===== src/rtl/trap_ctrl_pkg.sv =====
// Shared types for the trap controller: exception cause, FSM states and the
// trap-vector mode field layout.
package trap_ctrl_pkg;

    localparam int AddrWidth    = 32;
    localparam int DataWidth    = 32;
    localparam int ExpCodeWidth = 5;

    typedef logic [ExpCodeWidth-1:0] ExpCode_t;

    typedef enum logic [2:0] {
        TS_IDLE  = 3'd0,
        TS_FLUSH = 3'd1,
        TS_DRAIN = 3'd2,
        TS_CSR   = 3'd3,
        TS_REDIR = 3'd4,
        TS_HALT  = 3'd5
    } TrapState_t;

    // Low two bits of tvec select the mode; the rest is the handler base.
    typedef enum logic [1:0] {
        TVEC_DIRECT   = 2'd0,
        TVEC_VECTORED = 2'd1,
        TVEC_RSVD2    = 2'd2,
        TVEC_RSVD3    = 2'd3
    } TvecMode_t;

    function automatic TvecMode_t tvec_mode(input logic [1:0] field);
        return TvecMode_t'(field);
    endfunction

endpackage


===== src/rtl/trap_ctrl_exp_manage.sv =====
// Handler PC from the trap-vector CSR: base in direct/reserved modes,
// base plus 4*cause in vectored mode (wraps silently at ADDR bits).
module exp_manage
    import trap_ctrl_pkg::*;
#(
    parameter int ADDR = AddrWidth,
    parameter int DATA = DataWidth
) (
    input  ExpCode_t        i_code,
    input  logic [DATA-1:0] i_tvec,
    output logic [ADDR-1:0] o_pc
);

    logic [ADDR-1:0] w_base;
    logic [ADDR-1:0] w_off;

    assign w_base = ADDR'({i_tvec[DATA-1:2], 2'b00});
    assign w_off  = ADDR'({i_code, 2'b00});

    always_comb begin
        o_pc = w_base;
        if (tvec_mode(i_tvec[1:0]) == TVEC_VECTORED) begin
            o_pc = w_base + w_off;
        end
    end

endmodule


===== src/rtl/trap_ctrl.sv =====
// Trap entry / mret sequencer: flush, wait for drain, write trap CSRs,
// then redirect fetch to the handler or the saved EPC.
module trap_ctrl
    import trap_ctrl_pkg::*;
#(
    parameter int ADDR     = AddrWidth,
    parameter int DATA     = DataWidth,
    parameter int DRAIN_TO = 255
) (
    input  logic            clk,
    input  logic            reset_,
    input  logic            commit_exp_,
    input  ExpCode_t        commit_exp_code,
    input  logic [ADDR-1:0] commit_pc,
    input  logic [DATA-1:0] commit_tval,
    input  logic            commit_mret_,
    input  logic            drain_done_,
    input  logic            creg_exp_mask,
    input  logic [DATA-1:0] creg_tvec,
    input  logic [ADDR-1:0] creg_epc,
    output logic            flush_,
    output logic            trap_we_,
    output logic [ADDR-1:0] trap_epc,
    output ExpCode_t        trap_cause,
    output logic [DATA-1:0] trap_tval,
    output logic            mret_,
    output logic            redirect_,
    output logic [ADDR-1:0] redirect_pc,
    output logic            busy,
    output logic            halt
);

    localparam int CntW = $clog2(DRAIN_TO + 1);

    TrapState_t      r_state;
    TrapState_t      w_next;
    logic            r_is_mret;
    logic [CntW-1:0] r_cnt;
    logic [CntW-1:0] w_cnt_inc;
    logic [ADDR-1:0] r_epc;
    ExpCode_t        r_cause;
    logic [DATA-1:0] r_tval;
    logic [ADDR-1:0] w_handler;
    logic            w_take_exp;
    logic            w_take_mret;

    assign w_take_exp  = (r_state == TS_IDLE) && !commit_exp_;
    assign w_take_mret = (r_state == TS_IDLE) && commit_exp_ && !commit_mret_;
    assign w_cnt_inc   = r_cnt + CntW'(1);

    exp_manage #(
        .ADDR (ADDR),
        .DATA (DATA)
    ) u_exp_manage (
        .i_code (r_cause),
        .i_tvec (creg_tvec),
        .o_pc   (w_handler)
    );

    always_ff @(posedge clk or negedge reset_) begin
        if (!reset_) begin
            r_state <= TS_IDLE;
        end else begin
            r_state <= w_next;
        end
    end

    // Trap fields latch on every accepted exception, nested ones included,
    // and hold until the next one.
    always_ff @(posedge clk or negedge reset_) begin
        if (!reset_) begin
            r_is_mret <= 1'b0;
            r_cnt     <= '0;
            r_epc     <= '0;
            r_cause   <= '0;
            r_tval    <= '0;
        end else begin
            if (w_take_exp) begin
                r_epc     <= commit_pc;
                r_cause   <= commit_exp_code;
                r_tval    <= commit_tval;
                r_is_mret <= 1'b0;
            end else if (w_take_mret) begin
                r_is_mret <= 1'b1;
            end
            if (r_state == TS_FLUSH) begin
                r_cnt <= '0;
            end else if (r_state == TS_DRAIN && drain_done_) begin
                r_cnt <= w_cnt_inc;
            end
        end
    end

    always_comb begin
        w_next = r_state;
        case (r_state)
            TS_IDLE: begin
                if (!commit_exp_) begin
                    w_next = creg_exp_mask ? TS_HALT : TS_FLUSH;
                end else if (!commit_mret_) begin
                    w_next = TS_FLUSH;
                end
            end
            TS_FLUSH: w_next = TS_DRAIN;
            TS_DRAIN: begin
                if (!drain_done_) begin
                    w_next = r_is_mret ? TS_REDIR : TS_CSR;
                end else if (w_cnt_inc == CntW'(DRAIN_TO)) begin
                    w_next = TS_HALT;
                end
            end
            TS_CSR:   w_next = TS_REDIR;
            TS_REDIR: w_next = TS_IDLE;
            TS_HALT:  w_next = TS_HALT;
            default:  w_next = TS_IDLE;
        endcase
    end

    // Strobes decode the state register only, so nothing glitches on inputs.
    always_comb begin
        flush_      = 1'b1;
        trap_we_    = 1'b1;
        mret_       = 1'b1;
        redirect_   = 1'b1;
        redirect_pc = '0;
        case (r_state)
            TS_FLUSH: flush_   = 1'b0;
            TS_CSR:   trap_we_ = 1'b0;
            TS_REDIR: begin
                redirect_   = 1'b0;
                mret_       = !r_is_mret;
                redirect_pc = r_is_mret ? creg_epc : w_handler;
            end
            default: ;
        endcase
    end

    assign busy       = (r_state != TS_IDLE);
    assign halt       = (r_state == TS_HALT);
    assign trap_epc   = r_epc;
    assign trap_cause = r_cause;
    assign trap_tval  = r_tval;

endmodule

===== config.mk =====
export PLATFORM = sky130hd
export DESIGN_NAME = trap_ctrl
export DESIGN_NICKNAME = d
export VERILOG_FILES = /design/src/rtl/trap_ctrl_pkg.sv /design/src/rtl/trap_ctrl_exp_manage.sv /design/src/rtl/trap_ctrl.sv
export SDC_FILE = /design/constraint.sdc
export NUM_CORES = 1
export LEC_CHECK = 0
export ABC_AREA = 1
export CORE_ASPECT_RATIO = 0.7
export CORE_MARGIN = 8
export CORE_UTILIZATION = 40
export CTS_BUF_LIST = sky130_fd_sc_hd__clkbuf_8 sky130_fd_sc_hd__clkbuf_16
export CTS_CLUSTER_DIAMETER = 50
export DETAILED_ROUTE_END_ITERATION = 16
export GPL_ROUTABILITY_DRIVEN = 0
export GPL_TIMING_DRIVEN = 0
export HOLD_SLACK_MARGIN = 0.12
export PLACE_DENSITY = 0.81
export SLEW_MARGIN = 10
export SYNTH_ARGS = -nofsm -noshare
export SYNTH_HDL_FRONTEND = slang
export SYNTH_SLANG_ARGS = --single-unit

===== constraint.sdc =====
create_clock -name clk -period 2.1 [get_ports clk]
set_input_delay 0.21 -clock clk [delete_from_list [all_inputs] [get_ports clk]]
set_output_delay 0.21 -clock clk [all_outputs]
set_load 0.005 [all_outputs]

* Word-level counts from Yosys, hierarchy flattened
Index checks and enable logic that the tools add are counted.
** Storage, ports and cells
- Word-level logic and storage cells :: 47
- Input bits :: 139
- Register bits after elaboration :: 81
- Output and inout bits :: 107
** Cells by class
- Reduce and logical (&&, ||, !) cells :: 12
- Multiplexer cells :: 18
- Add/subtract/negate cells :: 2
- Equal/unequal tests :: 9
** Operators by type and width (count)
- $mux 32 :: 3
- $add 32x7->32 :: 1
- $mux 3 :: 6
- $mux 8 :: 2
- $pmux 3 s5 :: 1
- $add 8x1->8 const B :: 1
- $eq 8x8->1 const B :: 1
- $eq 3x2->1 const B :: 2
- $eq 3x3->1 const B :: 2
- $mux 1 :: 6
- $logic_and 1x1->1 :: 4
- $reduce_bool 2->1 :: 2
- $eq 3x1->1 const B :: 1
- $logic_not 1->1 :: 3
- $logic_not 3->1 :: 1
- $ne 3x2->1 const B :: 1
- $ne 3x3->1 const B :: 1
- $reduce_bool 3->1 :: 1
- $eq 2x1->1 const B :: 1
- $reduce_and 2->1 :: 1

* Longest topological paths before layout
- Depth after elaboration :: 5
- Gate-level depth with buffers :: 14

* By module
A second synthesis with hierarchy kept.
** Unflattened totals
- Cells, all modules :: 595
- Area total of the unflattened synthesis :: 5216.3 µm²
** By module, submodules not included
- trap_ctrl :: cells each 358, area an instance 4017.6 µm², instances 1
- exp_manage :: cells each 237, area an instance 1198.6 µm², instances 1

* Worst setup path after synthesis
No wires, ideal clock.
- Path type :: reg2out
- Start point :: register r_cause[0], in the netlist trap_cause[0]
- End point :: output redirect_pc[12]
- Data arrival time :: 1795 ps
- Stages on the path, launching flop included :: 14
- Buffers on the path :: 0
- Path slack :: 95 ps
- Required time :: 1890 ps
- Path through :: dfrtp_1 -> ha_1 -> inv_1 -> fa_1 -> inv_1 -> nand3_1 -> nand3_1 -> nand2_1 -> nand2_2 -> nand2_1 -> nor2_2 -> or2_2 -> nand3_1 -> nand2_1
** Between the ends
- Cells in the longest elaborated chain, start to end :: 4
** Ends and longest elaborated chain
- start: declaration :: RTL line trap_ctrl.sv:41 : ExpCode_t r_cause;
- start signal: assignment :: RTL line trap_ctrl.sv:80 : r_cause <= commit_exp_code;
- $add 32x7->32 :: RTL line trap_ctrl_exp_manage.sv:23 : o_pc = w_base + w_off;
- $mux 32 :: RTL line trap_ctrl_exp_manage.sv:22 : if (tvec_mode(i_tvec[1:0]) == TVEC_VECTORED) begin
- $mux 32 :: RTL line trap_ctrl.sv:132 : redirect_pc = r_is_mret ? creg_epc : w_handler;
- $mux 32 :: RTL line trap_ctrl.sv:126 : case (r_state)
- end: declaration :: RTL line trap_ctrl.sv:28 : output logic [ADDR-1:0] redirect_pc,
Every way passes these cells.

* Worst setup path after layout
- Start point :: register r_cause[0], in the netlist trap_cause[0]
- End point :: output redirect_pc[30]
The elaborated chain is that of the path after synthesis.

==> results.txt <==
- Layout area overhead: 78.9%
- The internal power of the cells totals 6710 uW.
- Headroom to the max-slew limit came out at 0.730.
* Most frequent standard cell in the layout excluding fill and tap cells: sky130_fd_sc_hd__clkdlybuf4s50_1
* Final-report setup violation count: 28
* Clock root buffer master: sky130_fd_sc_hd__clkbuf_16
* Outcome: finished with violations
- Clock transition at the registers of the reported paths: about 0.050 ns
- CP Data Required Time: roughly 1.9 ns
- Data arrives at the worst endpoint at 2.42 ns.
- The smallest clock period supported by the final layout is computed as 2.63 ns.
- Synthesis produced a netlist whose cell count is 560.
- Pre-CTS worst setup slack: -1.10 ns
- Start-to-end type of the worst setup path: flop to output pin
- Final HPWL DP: around 14 mm
- Counting flops and latches in the post-synthesis netlist gives 81.
- Max frequency: 380 MHz
* Post-Syn Area: 4750 um2
- After floorplanning, the core was sized to cover ~12,000 um2.
- Summed over all nets, the switching power comes to ~3300 uW.
* Cell leakage power: 0.00385 uW
* Synthesis warning total: 0
- Excluding fillers, the count of instances in the completed layout stands at just over 1,000.
- GR Util All Layers: 0.231
- The via count of the first global-routing pass was around 5,500.
* Die Y: between 100 and 150 um
- During I/O placement, the number of pins put on the boundary was approximately 250.
- Clock latency on the worst-skew pair, taken at its later pin, is ~0.33 ns.
- For this configuration, the core starts out at a cell density of 0.408.
* RSZ-0062 raised after global routing: yes
- Buffers from clock root to sink, at most: 2
- Of the synthesized area, sequential elements account for 0.426.
- In this run the number of H-tree levels came out at 3.
- Number of iterations in the first detailed-routing pass: 5
* Min-Delay Path Class: input port to async pin
- Most frequent cells in the layout: sky130_fd_sc_hd__clkdlybuf4s50_1, sky130_fd_sc_hd__nand2_1, sky130_fd_sc_hd__dfrtp_1, sky130_fd_sc_hd__mux2_2, sky130_fd_sc_hd__inv_1
* Combinational group share of total power: 0.568
- The number of nets in the synthesized netlist is roughly 710.
- The share of total power dissipated in sequential elements is 0.274.
- The share of synthesized area in the top cell type comes to 0.426.
- For this block, the routed nets add up to around 19 mm of wire.
- The routed layout has approximately 5,300 vias.
* Chip width: 146 um
- Count of filler cells inserted in the layout: 800
* Die area: about 16,000 um2
* TritonCTS Sinks: just over 80
- The worst setup path is launched from a flop.
- Port Buffer Count: roughly 250
- Failing checks: negative setup slack
* Distinct cell type count of the synthesized netlist: 29
* Initial DRC Count: approximately 370
- Max-cap violations: 0
* Number of antenna violations at the first check in global routing: 0
- TritonCTS created 9 clock buffers.
- For this run, design rule violations remaining after detail routing come to 0.
- A synthesized cell averages approximately 8.5 um2.
- After routing the design area is 8510 um2.
- Largest net degree at the start of global routing: 56
* Largest area contributor in the synthesized netlist: sky130_fd_sc_hd__dfrtp_1
* Biggest fanout along the worst timing path: 5
- Final nets: between 1,000 and 1,500
- Dividing the detail-routed wire length by the instance count gives approximately 18 um.
- TritonCTS built the clock tree.
- Clock power share: 0.158
- In the routed layout, each cell is associated on average with a via count of approximately 5.
- For the pin with the worst max-slew slack, the measured transition is 0.403 ns.
* Final worst clock skew: 0.00417 ns
- The number of placed instances, taps included, is 963.
- Yosys attributes the largest share of cell area to sky130_fd_sc_hd__dfrtp_1, sky130_fd_sc_hd__mux2_2, sky130_fd_sc_hd__nand2_1.
* Cell area reported after detailed placement: about 7400 um2
* Layout cells sized above 1: 0.311
- Global-route wire length before repair: between 20 and 30 mm
* Switching Fraction: 0.332
- Post-DRT Antenna Nets: 0
- STA classifies the critical path endpoint as an output pin.
* Final critical-path share of the clock period: 1.25
* Standard-cell row count: 33
- Slew Viols, Final: 0
- Overall overflow remaining after global route: 0
- Antenna Cells: 0
- The final-report hold violation count is 0.
- Worst IR Drop VDD: just under 0.7 mV
- Power density cells: around 1200 nW/um2
- Worst setup slack after layout: -0.532 ns
[layer usage]
metal / track usage / vias to the layer above / wire length [um]
li1: - / 2467 / -
met1: 0.283 / 2512 / 7770
met2: 0.390 / 250 / 9370
met3: 0.0703 / 41 / 1630
met4: 0.0652 / 0 / 413
met5: 0 / - / 0
[cell usage after synthesis (all sizes together)]
master	number
nand2	148
dfrtp	81
mux2	68
inv	63
nor2	58
nand3	37
o21ai	34
a21oi	15
buf	12
nor3	11
ha	7
nand4	7
o22ai	5
xor2	5
nand3b	2
or2	2
xnor2	2
clkbuf	1
fa	1
o21bai	1
[layout make-up]
| type | count | area (um2) | share of cell area |
|---|---|---|---|
| inverters | 63 | 241 | 0.0284 |
| plain buffers | 13 | 134 | 0.0157 |
| well taps | 157 | 196 | 0.0231 |
| flip-flops and latches | 81 | 2030 | 0.238 |
| multi-input cells | 403 | 2740 | 0.322 |
| clock inverters | 5 | 75.1 | 0.00883 |
| repair buffers | 307 | 2870 | 0.337 |
| clock buffers | 9 | 225 | 0.0265 |
[kinds of logic after synthesis]
family                   synth area share
AND/OR/NAND/NOR                     0.244
flip-flops                          0.426
adder cells (fa/ha/maj)            0.0226
buffers and inverters              0.0729
multiplexers                        0.161
XOR/XNOR                           0.0129
AO/OA/AOI/OAI                      0.0597
[sequential cells by signal, indices dropped and copies added (netlist names)]
register    count
trap_cause      5
r_is_mret       1
r_state         3
trap_epc       32
r_cnt           8
trap_tval      32
[worst max-delay path: stages (launching register included)]
cell	delay, ns
sky130_fd_sc_hd__dfrtp_1	0.36
sky130_fd_sc_hd__ha_2	0.21
sky130_fd_sc_hd__inv_2	0.04
sky130_fd_sc_hd__fa_2	0.35
sky130_fd_sc_hd__inv_2	0.09
sky130_fd_sc_hd__nand3_2	0.06
sky130_fd_sc_hd__nand3_2	0.07
sky130_fd_sc_hd__nand2_2	0.08
sky130_fd_sc_hd__nand2_4	0.12
sky130_fd_sc_hd__nand2_4	0.08
sky130_fd_sc_hd__nor2_4	0.16
sky130_fd_sc_hd__buf_6	0.12
sky130_fd_sc_hd__nand2_2	0.04
sky130_fd_sc_hd__nand2_2	0.07
sky130_fd_sc_hd__nand3_2	0.07
sky130_fd_sc_hd__nand2_1	0.06
sky130_fd_sc_hd__buf_2	0.11
[path summary, 6_finish.rpt]
kind / slack (ns) / to / start / depth (start not counted)
min: 0.37 / trap_tval[14]$_DFFE_PN0P_ / reset_ / 2
min in group clk: 0.49 / trap_tval[0]$_DFFE_PN0P_ / commit_tval[0] / 2
max reg2reg: 0.51 / r_cnt[4]$_DFFE_PN0P_ / r_state[0]$_DFFE_PN0P_ / 8
min reg2reg: 0.50 / trap_tval[25]$_DFFE_PN0P_ / trap_tval[25]$_DFFE_PN0P_ / 1
max: -0.53 / redirect_pc[30] / trap_cause[0]$_DFFE_PN0P_ / 16
max in group asynchronous: 1.13 / r_is_mret$_DFFE_PN0P_ / reset_ / 3
[power by group through the flow]
stage / logic [uW] / registers (uW) / clock network, uW
after floorplan: 1990 / 2770 / 0
after detailed placement: 4770 / 2780 / 0
after CTS: 5380 / 2750 / 1630
final: 5710 / 2760 / 1580
after global routing: 6130 / 2860 / 1690
after global placement: 4630 / 2730 / 0
[stage by stage]
stage | hold WS (ns) | power [uW] | setup TNS, ns | util
2_1_floorplan | -0.0856 | 4760 | 0 | -
3_3_place_gp | 0.486 | 7360 | -174.68 | 0.636
3_5_place_dp | 0.149 | 7550 | -20.73 | 0.638
4_1_cts | 0.343 | 9760 | -8.50 | 0.711
5_1_grt | 0.387 | 10700 | -12.27 | 0.730
6_report | 0.370 | 10000 | -9.36 | 0.730
[repair_timing]
item,4_1_cts,5_1_grt
setup buffers,46,17
endpoints found under the setup margin,33,30
pin swaps,44,56
gates resized for setup,201,54
hold endpoints to repair,26,0
hold buffers,1,0
(Power assumes the default switching activity.)
